## config.mk

```make
export PLATFORM = sky130hd
export DESIGN_NAME = l1_trig_collector
export DESIGN_NICKNAME = d
export VERILOG_FILES = /design/src/rtl/l1_trig_pkg.sv /design/src/rtl/l1_trig_event_fifo.sv /design/src/rtl/l1_trig_collector.sv
export SDC_FILE = /design/constraint.sdc
export NUM_CORES = 1
export LEC_CHECK = 0
export CAP_MARGIN = 20
export CORE_ASPECT_RATIO = 0.7
export CORE_MARGIN = 1
export CORE_UTILIZATION = 35
export DETAILED_ROUTE_END_ITERATION = 10
export GPL_TIMING_DRIVEN = 1
export SLEW_MARGIN = 20
export SYNTH_ARGS = -nofsm -noshare
export SYNTH_HDL_FRONTEND = slang
export SYNTH_SLANG_ARGS = --single-unit
```

## constraint.sdc

```tcl
create_clock -name ifclk -period 4.1 [get_ports ifclk]
set_input_delay 0.82 -clock ifclk [delete_from_list [all_inputs] [get_ports ifclk]]
set_output_delay 0.82 -clock ifclk [all_outputs]
set_load 0.05 [all_outputs]
```

## src/rtl/l1_trig_pkg.sv

```systemverilog
// Shared types for the L1 trigger collector.
//   trig_event_t : one buffered event (16-bit timestamp + 48-bit beam vector)
//   ser_state_t  : serializer states, one per output word plus IDLE
//   event_word() : selects the stream word of an event for a serializer state
package l1_trig_pkg;

  localparam int unsigned WordsPerEvent = 4;
  localparam int unsigned WordWidth     = 16;
  localparam int unsigned BeamBits      = WordWidth * (WordsPerEvent - 1);

  typedef struct packed {
    logic [WordWidth-1:0] ts;
    logic [BeamBits-1:0]  beams;
  } trig_event_t;

  typedef enum logic [$clog2(WordsPerEvent + 1)-1:0] {
    IDLE,
    W0,
    W1,
    W2,
    W3
  } ser_state_t;

  function automatic logic [WordWidth-1:0] event_word(trig_event_t ev, ser_state_t st);
    logic [WordWidth-1:0] word;
    word = '0;
    unique case (st)
      W0:      word = ev.ts;
      W1:      word = ev.beams[15:0];
      W2:      word = ev.beams[31:16];
      W3:      word = ev.beams[47:32];
      default: word = '0;
    endcase
    return word;
  endfunction

endpackage

```

## src/rtl/l1_trig_event_fifo.sv

```systemverilog
// Synchronous FIFO of trig_event_t with synchronous flush.
// The head entry is presented combinationally on o_rd_data (first-word fall-through);
// i_rd_en pops it. A push into a full FIFO is accepted when a pop happens in the same
// cycle, since the pop frees the slot.
// Ports:
//   i_clk, i_rst_n        clock, asynchronous active-low reset
//   i_flush               empty the FIFO (overrides push/pop)
//   i_wr_en, i_wr_data    push
//   i_rd_en, o_rd_data    pop / head entry
//   o_full, o_empty       status
//   o_count               number of stored entries
module l1_trig_event_fifo
  import l1_trig_pkg::*;
#(
  parameter int unsigned FIFO_DEPTH = 16
) (
  input  logic                          i_clk,
  input  logic                          i_rst_n,
  input  logic                          i_flush,
  input  logic                          i_wr_en,
  input  trig_event_t                   i_wr_data,
  input  logic                          i_rd_en,
  output trig_event_t                   o_rd_data,
  output logic                          o_full,
  output logic                          o_empty,
  output logic [$clog2(FIFO_DEPTH):0]   o_count
);

  localparam int unsigned AddrW = $clog2(FIFO_DEPTH);
  localparam int unsigned CntW  = AddrW + 1;

  trig_event_t          r_mem [FIFO_DEPTH];
  logic [AddrW-1:0]     r_wr_ptr;
  logic [AddrW-1:0]     r_rd_ptr;
  logic [CntW-1:0]      r_count;
  logic [CntW-1:0]      w_count_d;
  logic                 w_do_wr;
  logic                 w_do_rd;

  assign o_empty   = (r_count == '0);
  assign o_full    = (r_count == CntW'(FIFO_DEPTH));
  assign o_count   = r_count;
  assign o_rd_data = r_mem[r_rd_ptr];

  assign w_do_rd = i_rd_en & ~o_empty;
  assign w_do_wr = i_wr_en & (~o_full | w_do_rd);

  always_comb begin
    w_count_d = r_count;
    if (w_do_wr && !w_do_rd) begin
      w_count_d = r_count + 1'b1;
    end else if (!w_do_wr && w_do_rd) begin
      w_count_d = r_count - 1'b1;
    end
  end

  always_ff @(posedge i_clk or negedge i_rst_n) begin
    if (!i_rst_n) begin
      r_wr_ptr <= '0;
      r_rd_ptr <= '0;
      r_count  <= '0;
    end else if (i_flush) begin
      r_wr_ptr <= '0;
      r_rd_ptr <= '0;
      r_count  <= '0;
    end else begin
      if (w_do_wr) r_wr_ptr <= r_wr_ptr + 1'b1;
      if (w_do_rd) r_rd_ptr <= r_rd_ptr + 1'b1;
      r_count <= w_count_d;
    end
  end

  // Storage needs no reset: o_empty gates every use of the contents.
  always_ff @(posedge i_clk) begin
    if (w_do_wr && !i_flush) begin
      r_mem[r_wr_ptr] <= i_wr_data;
    end
  end

endmodule

```

## src/rtl/l1_trig_collector.sv

```systemverilog
// L1 trigger collector: per-beam mask and rising-edge detect, global holdoff,
// timestamped event FIFO and a 4-word 16-bit stream serializer toward the TURF link.
// Ports:
//   ifclk, ifclk_rst_n   sole clock, asynchronous active-low reset
//   trig_i, mask_i       per-beam trigger levels / beam ignore mask
//   holdoff_i            cycles of holdoff after an accepted event
//   run_start_i          pulse: clears timestamp, FIFO, holdoff, overflow, counters
//   m_tdata/m_tvalid/m_tready/m_tlast   event word stream (ts, beams[15:0], [31:16], [47:32])
//   overflow_o           sticky: an accepted event was lost to a full FIFO
// Optional (macro L1_TRIG_COLLECT_STATS_EN):
//   accepted_count_o     saturating count of events written to the FIFO
//   dropped_count_o      saturating count of edge cycles rejected by holdoff or full FIFO
module l1_trig_collector
  import l1_trig_pkg::*;
#(
  parameter int unsigned NBEAMS     = 46,
  parameter int unsigned FIFO_DEPTH = 16,
  parameter int unsigned TS_BITS    = 16
) (
  input  logic              ifclk,
  input  logic              ifclk_rst_n,
  input  logic [NBEAMS-1:0] trig_i,
  input  logic [NBEAMS-1:0] mask_i,
  input  logic [7:0]        holdoff_i,
  input  logic              run_start_i,
  output logic [15:0]       m_tdata,
  output logic              m_tvalid,
  input  logic              m_tready,
  output logic              m_tlast,
  output logic              overflow_o
`ifdef L1_TRIG_COLLECT_STATS_EN
  ,
  output logic [31:0]       accepted_count_o,
  output logic [31:0]       dropped_count_o
`endif
);

  localparam int unsigned CntW = $clog2(FIFO_DEPTH) + 1;

  logic [NBEAMS-1:0]  r_trig_q;
  logic [TS_BITS-1:0] r_ts;
  logic [7:0]         r_holdoff;
  logic               r_overflow;
  ser_state_t         r_state;
  ser_state_t         w_state_d;

  logic [NBEAMS-1:0]  w_edge;
  logic               w_any_edge;
  logic               w_accept;
  logic               w_hs;
  logic               w_fifo_wr;
  logic               w_fifo_rd;
  logic               w_fifo_full;
  logic               w_fifo_empty;
  logic [CntW-1:0]    w_fifo_count;
  logic               w_more;
  trig_event_t        w_wr_event;
  trig_event_t        w_head;

  assign w_edge     = trig_i & ~r_trig_q & ~mask_i;
  assign w_any_edge = |w_edge;
  // run_start_i wins over a coincident edge.
  assign w_accept   = w_any_edge && (r_holdoff == 8'd0) && !run_start_i;
  assign w_hs       = m_tvalid && m_tready;

  // The event being serialized stays at the FIFO head until its last word is taken,
  // so the FIFO pops on the W3 handshake and that pop can make room for a push.
  assign w_fifo_rd  = (r_state == W3) && w_hs && !run_start_i;
  assign w_fifo_wr  = w_accept && (!w_fifo_full || w_fifo_rd);
  // Another event remains after the current head is popped.
  assign w_more     = (w_fifo_count > CntW'(1));

  always_comb begin
    w_wr_event                    = '0;
    w_wr_event.ts                 = r_ts;
    w_wr_event.beams[NBEAMS-1:0]  = w_edge;
  end

  l1_trig_event_fifo #(
    .FIFO_DEPTH (FIFO_DEPTH)
  ) u_fifo (
    .i_clk     (ifclk),
    .i_rst_n   (ifclk_rst_n),
    .i_flush   (run_start_i),
    .i_wr_en   (w_fifo_wr),
    .i_wr_data (w_wr_event),
    .i_rd_en   (w_fifo_rd),
    .o_rd_data (w_head),
    .o_full    (w_fifo_full),
    .o_empty   (w_fifo_empty),
    .o_count   (w_fifo_count)
  );

  // Timestamp, edge history, holdoff and sticky overflow.
  always_ff @(posedge ifclk or negedge ifclk_rst_n) begin
    if (!ifclk_rst_n) begin
      r_ts       <= '0;
      r_trig_q   <= '0;
      r_holdoff  <= '0;
      r_overflow <= 1'b0;
    end else if (run_start_i) begin
      r_ts       <= '0;
      r_trig_q   <= trig_i;  // no spurious edges from beams already high
      r_holdoff  <= '0;
      r_overflow <= 1'b0;
    end else begin
      r_ts     <= r_ts + 1'b1;
      r_trig_q <= trig_i;
      if (w_accept) begin
        r_holdoff <= holdoff_i;
      end else if (r_holdoff != 8'd0) begin
        r_holdoff <= r_holdoff - 1'b1;
      end
      if (w_accept && !w_fifo_wr) begin
        r_overflow <= 1'b1;
      end
    end
  end

  assign overflow_o = r_overflow;

  always_ff @(posedge ifclk or negedge ifclk_rst_n) begin
    if (!ifclk_rst_n) begin
      r_state <= IDLE;
    end else begin
      r_state <= w_state_d;
    end
  end

  always_comb begin
    w_state_d = r_state;
    m_tvalid  = 1'b0;
    m_tlast   = 1'b0;
    m_tdata   = '0;
    unique case (r_state)
      IDLE: begin
        if (!w_fifo_empty) w_state_d = W0;
      end
      W0: begin
        m_tvalid = 1'b1;
        if (m_tready) w_state_d = W1;
      end
      W1: begin
        m_tvalid = 1'b1;
        if (m_tready) w_state_d = W2;
      end
      W2: begin
        m_tvalid = 1'b1;
        if (m_tready) w_state_d = W3;
      end
      W3: begin
        m_tvalid = 1'b1;
        m_tlast  = 1'b1;
        if (m_tready) w_state_d = w_more ? W0 : IDLE;
      end
      default: w_state_d = IDLE;
    endcase
    if (m_tvalid) begin
      m_tdata = event_word(w_head, r_state);
    end
    // Truncates a partial event; downstream tolerates this at run start.
    if (run_start_i) begin
      w_state_d = IDLE;
    end
  end

`ifdef L1_TRIG_COLLECT_STATS_EN
  logic [31:0] r_acc_cnt;
  logic [31:0] r_drop_cnt;
  logic        w_drop;

  assign w_drop = w_any_edge && !run_start_i && !w_fifo_wr;

  always_ff @(posedge ifclk or negedge ifclk_rst_n) begin
    if (!ifclk_rst_n) begin
      r_acc_cnt  <= '0;
      r_drop_cnt <= '0;
    end else if (run_start_i) begin
      r_acc_cnt  <= '0;
      r_drop_cnt <= '0;
    end else begin
      if (w_fifo_wr && (r_acc_cnt != 32'hFFFF_FFFF)) r_acc_cnt <= r_acc_cnt + 1'b1;
      if (w_drop && (r_drop_cnt != 32'hFFFF_FFFF)) r_drop_cnt <= r_drop_cnt + 1'b1;
    end
  end

  assign accepted_count_o = r_acc_cnt;
  assign dropped_count_o  = r_drop_cnt;
`endif

endmodule

```

# == Word level (Yosys, flattened, before mapping) ==
# Memory sizes are Yosys's and may differ from the RTL's.
# Index checks and enable logic that the tools add are counted.
# totals
ff_bits,87
mem_bits_rw,992
input_bits,104
wordCells,90
n_memories,1
# op_classes
add_sub_neg,6
n_lt_le_gt_ge,1
n_eq_ne,10
muxes,27
bitwise_logic,9
n_reduce_logical,28
# mem_list
memory,words,word_bits,read_ports,rd_ports_with_merged_regs,write_ports,line_no,source
u_fifo.r_mem,16,62,1,0,1,l1_trig_event_fifo.sv:32,trig_event_t r_mem [FIFO_DEPTH];
# ops
op,count
$and 46x46->46,2
$not 46->46,2
$pmux 16 s4,1
$reduce_or 46->1,1
$mux 16,2
$mux 8,3
$mux 3,6
$add 16x1->16 const B,1
$mux 4,4
$mux 5,3
$ne 3x3->1 const B,5
$pmux 3 s5,1
$logic_and 1x1->1,10
$add 4x1->4 const B,2
$logic_not 8->1,1
$reduce_bool 8->1,1
$sub 8x1->8 const B,1
$mux 1,7
$eq 3x2->1 const B,2
$reduce_bool 2->1,3
$reduce_bool 3->1,2
$add 5x1->5 const B,1
$eq 5x5->1 const B,1
$gt 5x1->1 const B,1
12 further kinds,18

# == Longest topological paths before layout ==
# logic_depth
ltp_word,14
ltp_mapped,9
mapped_depth_nobuf,8

# == Modules after synthesis ==
# A second synthesis with hierarchy kept.
# unflattened
cells_unflattened,2261
area_unflattened_um2,43414.1
# modules_own_cells
mod,n_inst,cells_each,area_per_inst_um2,seq_area_each_um2
l1_trig_event_fifo,1,1945,39912.0,31074.8
l1_trig_collector,1,316,3502.1,1851.8

# == Worst setup path after synthesis ==
# Ideal clock, no wire load.
# synth_timing
path_type,in2reg
start,input trig_i[40]
end,"memory u_fifo.r_mem[4][0] (netlist name), enable pin"
arrival_time_ns,4.112
required_time_ns,3.674
setup_slack_ns,-0.438
path_stages,8
path_buffers,1
cell_sequence,nor3b_1 > nor4_1 > nand4_1 > or3_1 > buf_2 > nand2_1 > nor3b_1 > and2_1
# synth_between
elab_chain_len,10
# synth_rtl
item,line_no,source
"start, declared",l1_trig_collector.sv:22,"input logic [NBEAMS-1:0] trig_i,"
$and 46x46->46 (2 in a row),l1_trig_collector.sv:60,assign w_edge = trig_i & ~r_trig_q & ~mask_i;
$reduce_or 46->1,l1_trig_collector.sv:61,assign w_any_edge = |w_edge;
$logic_and 1x1->1 (2 in a row),l1_trig_collector.sv:63,assign w_accept = w_any_edge && (r_holdoff == 8'd0) && !run_start_i;
$logic_and 1x1->1,l1_trig_collector.sv:69,assign w_fifo_wr = w_accept && (!w_fifo_full || w_fifo_rd);
$and 1x1->1,l1_trig_event_fifo.sv:46,assign w_do_wr = i_wr_en & (~o_full | w_do_rd);
$logic_and 1x1->1,l1_trig_event_fifo.sv:75,if (w_do_wr && !i_flush) begin
$mux 1,l1_trig_event_fifo.sv:75,
$mux 1 (not written as such),l1_trig_event_fifo.sv:76,r_mem[r_wr_ptr] <= i_wr_data;
"end, declared",l1_trig_event_fifo.sv:32,
# Every way passes these cells.

# == Final worst setup path ==
# layout_timing
start,register u_fifo.r_rd_ptr[0]
end,output m_tdata[12]
# layout_between
elab_chain_len,3
# layout_rtl
item,line_no,source
"start, declared",l1_trig_event_fifo.sv:34,logic [AddrW-1:0] r_rd_ptr;
"start signal, assigned",l1_trig_event_fifo.sv:68,if (w_do_rd) r_rd_ptr <= r_rd_ptr + 1'b1;
$mem_v2 16x62,--,
$pmux 16 s4,l1_trig_pkg.sv:27,unique case (st)
$mux 16,l1_trig_collector.sv:158,if (m_tvalid) begin
"end, declared",l1_trig_collector.sv:26,"output logic [15:0] m_tdata,"
# Every way passes these cells.

==> summary.md <==
Critical path launch point type: a register. Counting instances in the post-synthesis netlist gives the leading cell types as edfxtp_1 (992), mux4_2 (310), dfrtp_1 (87), clkbuf_1 (47), nor3b_1 (47). The share of the yosys chip area belonging to registers is 0.769, and the total of endpoints with negative setup slack in the final report is 16.

The logs give 3 for the count of H-tree levels built during CTS and 46800 um^2 for the area of placed instances. Max-cap violations in this run came to 0. The run finished, with violations left.

For the cell area after layout, the log shows 51300 um^2. The mux contribution to synthesized area came out at 0.172. The share of synthesized registers carrying an async set or reset was 0.0806. TritonCTS built the clock tree. At the pin with the least slew margin, the transition time is 958 ps.

The number of CTS-inserted buffers is 101, and the synthesized-area fraction occupied by ao, oa, aoi and oai cells is 0.0114. Post-synthesis cell type with the largest combined area: edfxtp_1. For the row count, the log shows 105. Setup repair after global routing could not meet its margin everywhere.

The number of antenna violations at the first check in global routing came out at 5. Data arrival time of the critical path: 3430 ps. The maximum count of clock buffers along a single path was 3. Counting flops with a built-in enable in the synthesized netlist gives 992. CTS saw 1079 sinks. The area share of and/or/nand/nor cells after synthesis works out to 0.0280.

Setup total negative slack on the finished layout was measured at -1970 ps. From bottom edge to top edge, the die measures 290 um. Dividing the detail-routed wire length by the instance count gives 28.6 um.

The worst setup path is of the reg -> out kind. The largest family of logic cells by synthesized area was multiplexers. Total grt overflow: 0. Via count of the first global-routing pass: 20842. The starting density of the core was 0.354. For the final number of hold-violating endpoints, the log shows 0.

After the first detailed-routing iteration, the DRC count stood at 2926. The combined global-route utilization of all metal layers is 0.183. For this run, the detailed router's first-pass iteration total came to 6.

Most frequent cell after synthesis: edfxtp_1. The logs give 0 for the count of hold buffers inserted by post-cts repair and 2317 for the final net count. The placeable core region was 117000 um^2. STA classifies the critical path endpoint as an output pin. After detailed routing, the total wire length is 110000 um. For the worst setup path, the data required time is 3280 ps. The adder and majority gate portion of the synthesized area is 0.00301, and the placer congestion estimate is 0.846.

The post-synthesis xor/xnor area fraction works out to 0.00442. Among all flip-flop cells after synthesis, the most frequent one is edfxtp_1. The total half-perimeter wirelength after legalization and detailed placement was 71800 um; the horizontal extent of the die was 414 um. The synthesized netlist occupies a cell area of 41600 um^2. The root buffer cell chosen for the clock tree is clkbuf_16. In this run the remaining antenna-violating nets after routing total 0.

Across all layers, the routed design uses 20988 vias. For the finished layout, the period the worst path requires is 4250 ps. The maximum clock frequency was 235 MHz.

For the final database, setup skew stands at 48.9 ps. Dividing the detail-routed via count by the number of cells gives 5.47. Worst-case vdd ir drop: 0.303 mV. The min-delay analysis places its worst path in the category in -> async.

The diode insertion count for antenna repair came out at 0. For the worst-skew pair, the clock arrives at the later sink with an insertion delay of 730 ps. The share of Yosys cell area claimed by the top area cell type is 0.716, and the maximum number of pins on one net before global-route repair is 59. The number of port buffers was 122. The run gives 48 as the number of distinct library cell variants in the gate-level netlist after synthesis. Power comes to 24100 uW. The logs give 157000 um for the wire length of the first global-routing pass and 0 for the number of synthesis warnings. For this design the ratio of total power to cell area is 469 nW/um^2. For this run, design rule violations remaining after detail routing come to 0. For the max-slew violation total from the final report, the log shows 0. The average size of a mapped cell works out to 22.8 um^2. The worst path setup slack after routing is -154 ps. By area the synthesized netlist is led by edfxtp_1 (72%), mux4_2 (17%), dfrtp_1 (5.2%).

The floorplan step defined a die boundary enclosing 120000 um^2. The part of the cycle the worst path needs is 1.04, and the headroom to the max-slew limit is 0.361. For the total leakage power, the log shows 0.0164 uW.

Relative to the synthesized area, the layout overhead comes to 23.3%. Synthesis inferred 1079 register bits. Prior to clock tree synthesis, the placed netlist has a worst setup slack of -76.8 ps. Synthesis handed over a netlist of 1826 instances. After clock tree synthesis, the clock-pin slew on the worst setup and hold paths is 70 ps.

In this run the worst path has a maximum fanout of 9. Pin placement for this block handled 123 I/O pins. The checks that failed: setup timing. The share of cells above drive strength 1 was 0.364. Counting every net in the synthesized netlist gives 1940.
## report_power, final
part | internal (uW) | switching (uW)
combinational | 818 | 1310
clock | 5310 | 4260
sequential | 12200 | 144
total | 18300 | 5720
## cell usage in the layout, fill, tap and decap left out, types with 12 or more instances in the layout
cell             synthesis  layout
mux4_2                 310     310
buf_4                   11     155
clkinv_2                 0      16
nor4_1                  13      12
a21oi_1                 19      19
nor3b_2                  0      46
buf_16                   0      12
buf_6                    3      23
nor2_1                  38      36
clkinv_1                 0      18
inv_1                   24      23
clkbuf_16                0     103
dfrtp_1                 87      83
edfxtp_1               992     992
buf_12                   0      65
clkbuf_1                47      16
clkdlybuf4s50_1          0     104
nand2_1                 39      35
## state kept, by name (all words and copies together) (netlist names)
| name | count |
|---|---|
| overflow_o | 1 |
| r_holdoff | 8 |
| r_state | 3 |
| r_trig_q | 46 |
| r_ts | 16 |
| u_fifo.o_count | 5 |
| u_fifo.r_mem | 992 |
| u_fifo.r_rd_ptr | 4 |
| u_fifo.r_wr_ptr | 4 |
## per-layer routing
| metal | wire, um | track usage | vias up |
|---|---|---|---|
| li1 | - | - | 8497 |
| met1 | 50800 | 0.296 | 11386 |
| met2 | 47200 | 0.253 | 985 |
| met3 | 10200 | 0.0394 | 120 |
| met4 | 1760 | 0.0347 | 0 |
| met5 | 0 | 0 | - |
## path summary, 6_finish.rpt
check                                   startpoint                  end  slack, ps  depth (start not counted)
worst max-delay path            u_fifo.r_rd_ptr[0]          m_tdata[12]       -150                          8
worst min-delay path                   ifclk_rst_n         r_trig_q[37]        200                          1
worst max register to register        r_trig_q[27]  u_fifo.r_mem[6][61]        940                          9
worst min register to register          overflow_o           overflow_o        560                          2
max in group asynchronous              ifclk_rst_n   u_fifo.r_rd_ptr[2]       3020                          2
min in group ifclk                      trig_i[37]         r_trig_q[37]        560                          1
## metrics by stage
step	hold WS, ps	cells	utilization
floorplan	516	1826	-
global placement	517	3594	0.398
detailed placement	515	3594	0.398
CTS	201	3813	0.434
global route	246	3838	0.436
finish	200	3838	0.436
## cell families (layout without fill, tap and decap cells)
logic type                 Yosys count  after routing
DFF                               1079           1079
xor gates and xnor gates            21             21
AOI/OAI and AO/OA                   68             68
adders and majority gates           10             10
and+or+nand+nor                    205            205
buffers and inverters              117            578
muxes                              326            326
## worst max-delay path, stage by stage (launching register included)
cell and delay, ps:
dfrtp_4 500, buf_12 140, buf_12 180, buf_16 160, mux4_2 520, mux4_2 580, mux2i_2 200, o221ai_2 180
buf_6 230
## final cells by class
class	instances	area [um^2]
inverter	24	90.1
fill	9889	66200
clock inverter	69	777
tap	1551	1940
multi-input combinational	630	9630
clock buffer	118	2600
timing repair buffer	367	4240
sequential	1079	32000
## what timing repair did
item,in CTS,in global routing
endpoints found under the setup margin,16,16
pin swaps,1,1
buffers inserted,23,25
cloned,9,2
gates resized for setup,88,15
No activity file was read; power rests on OpenSTA's default activity.
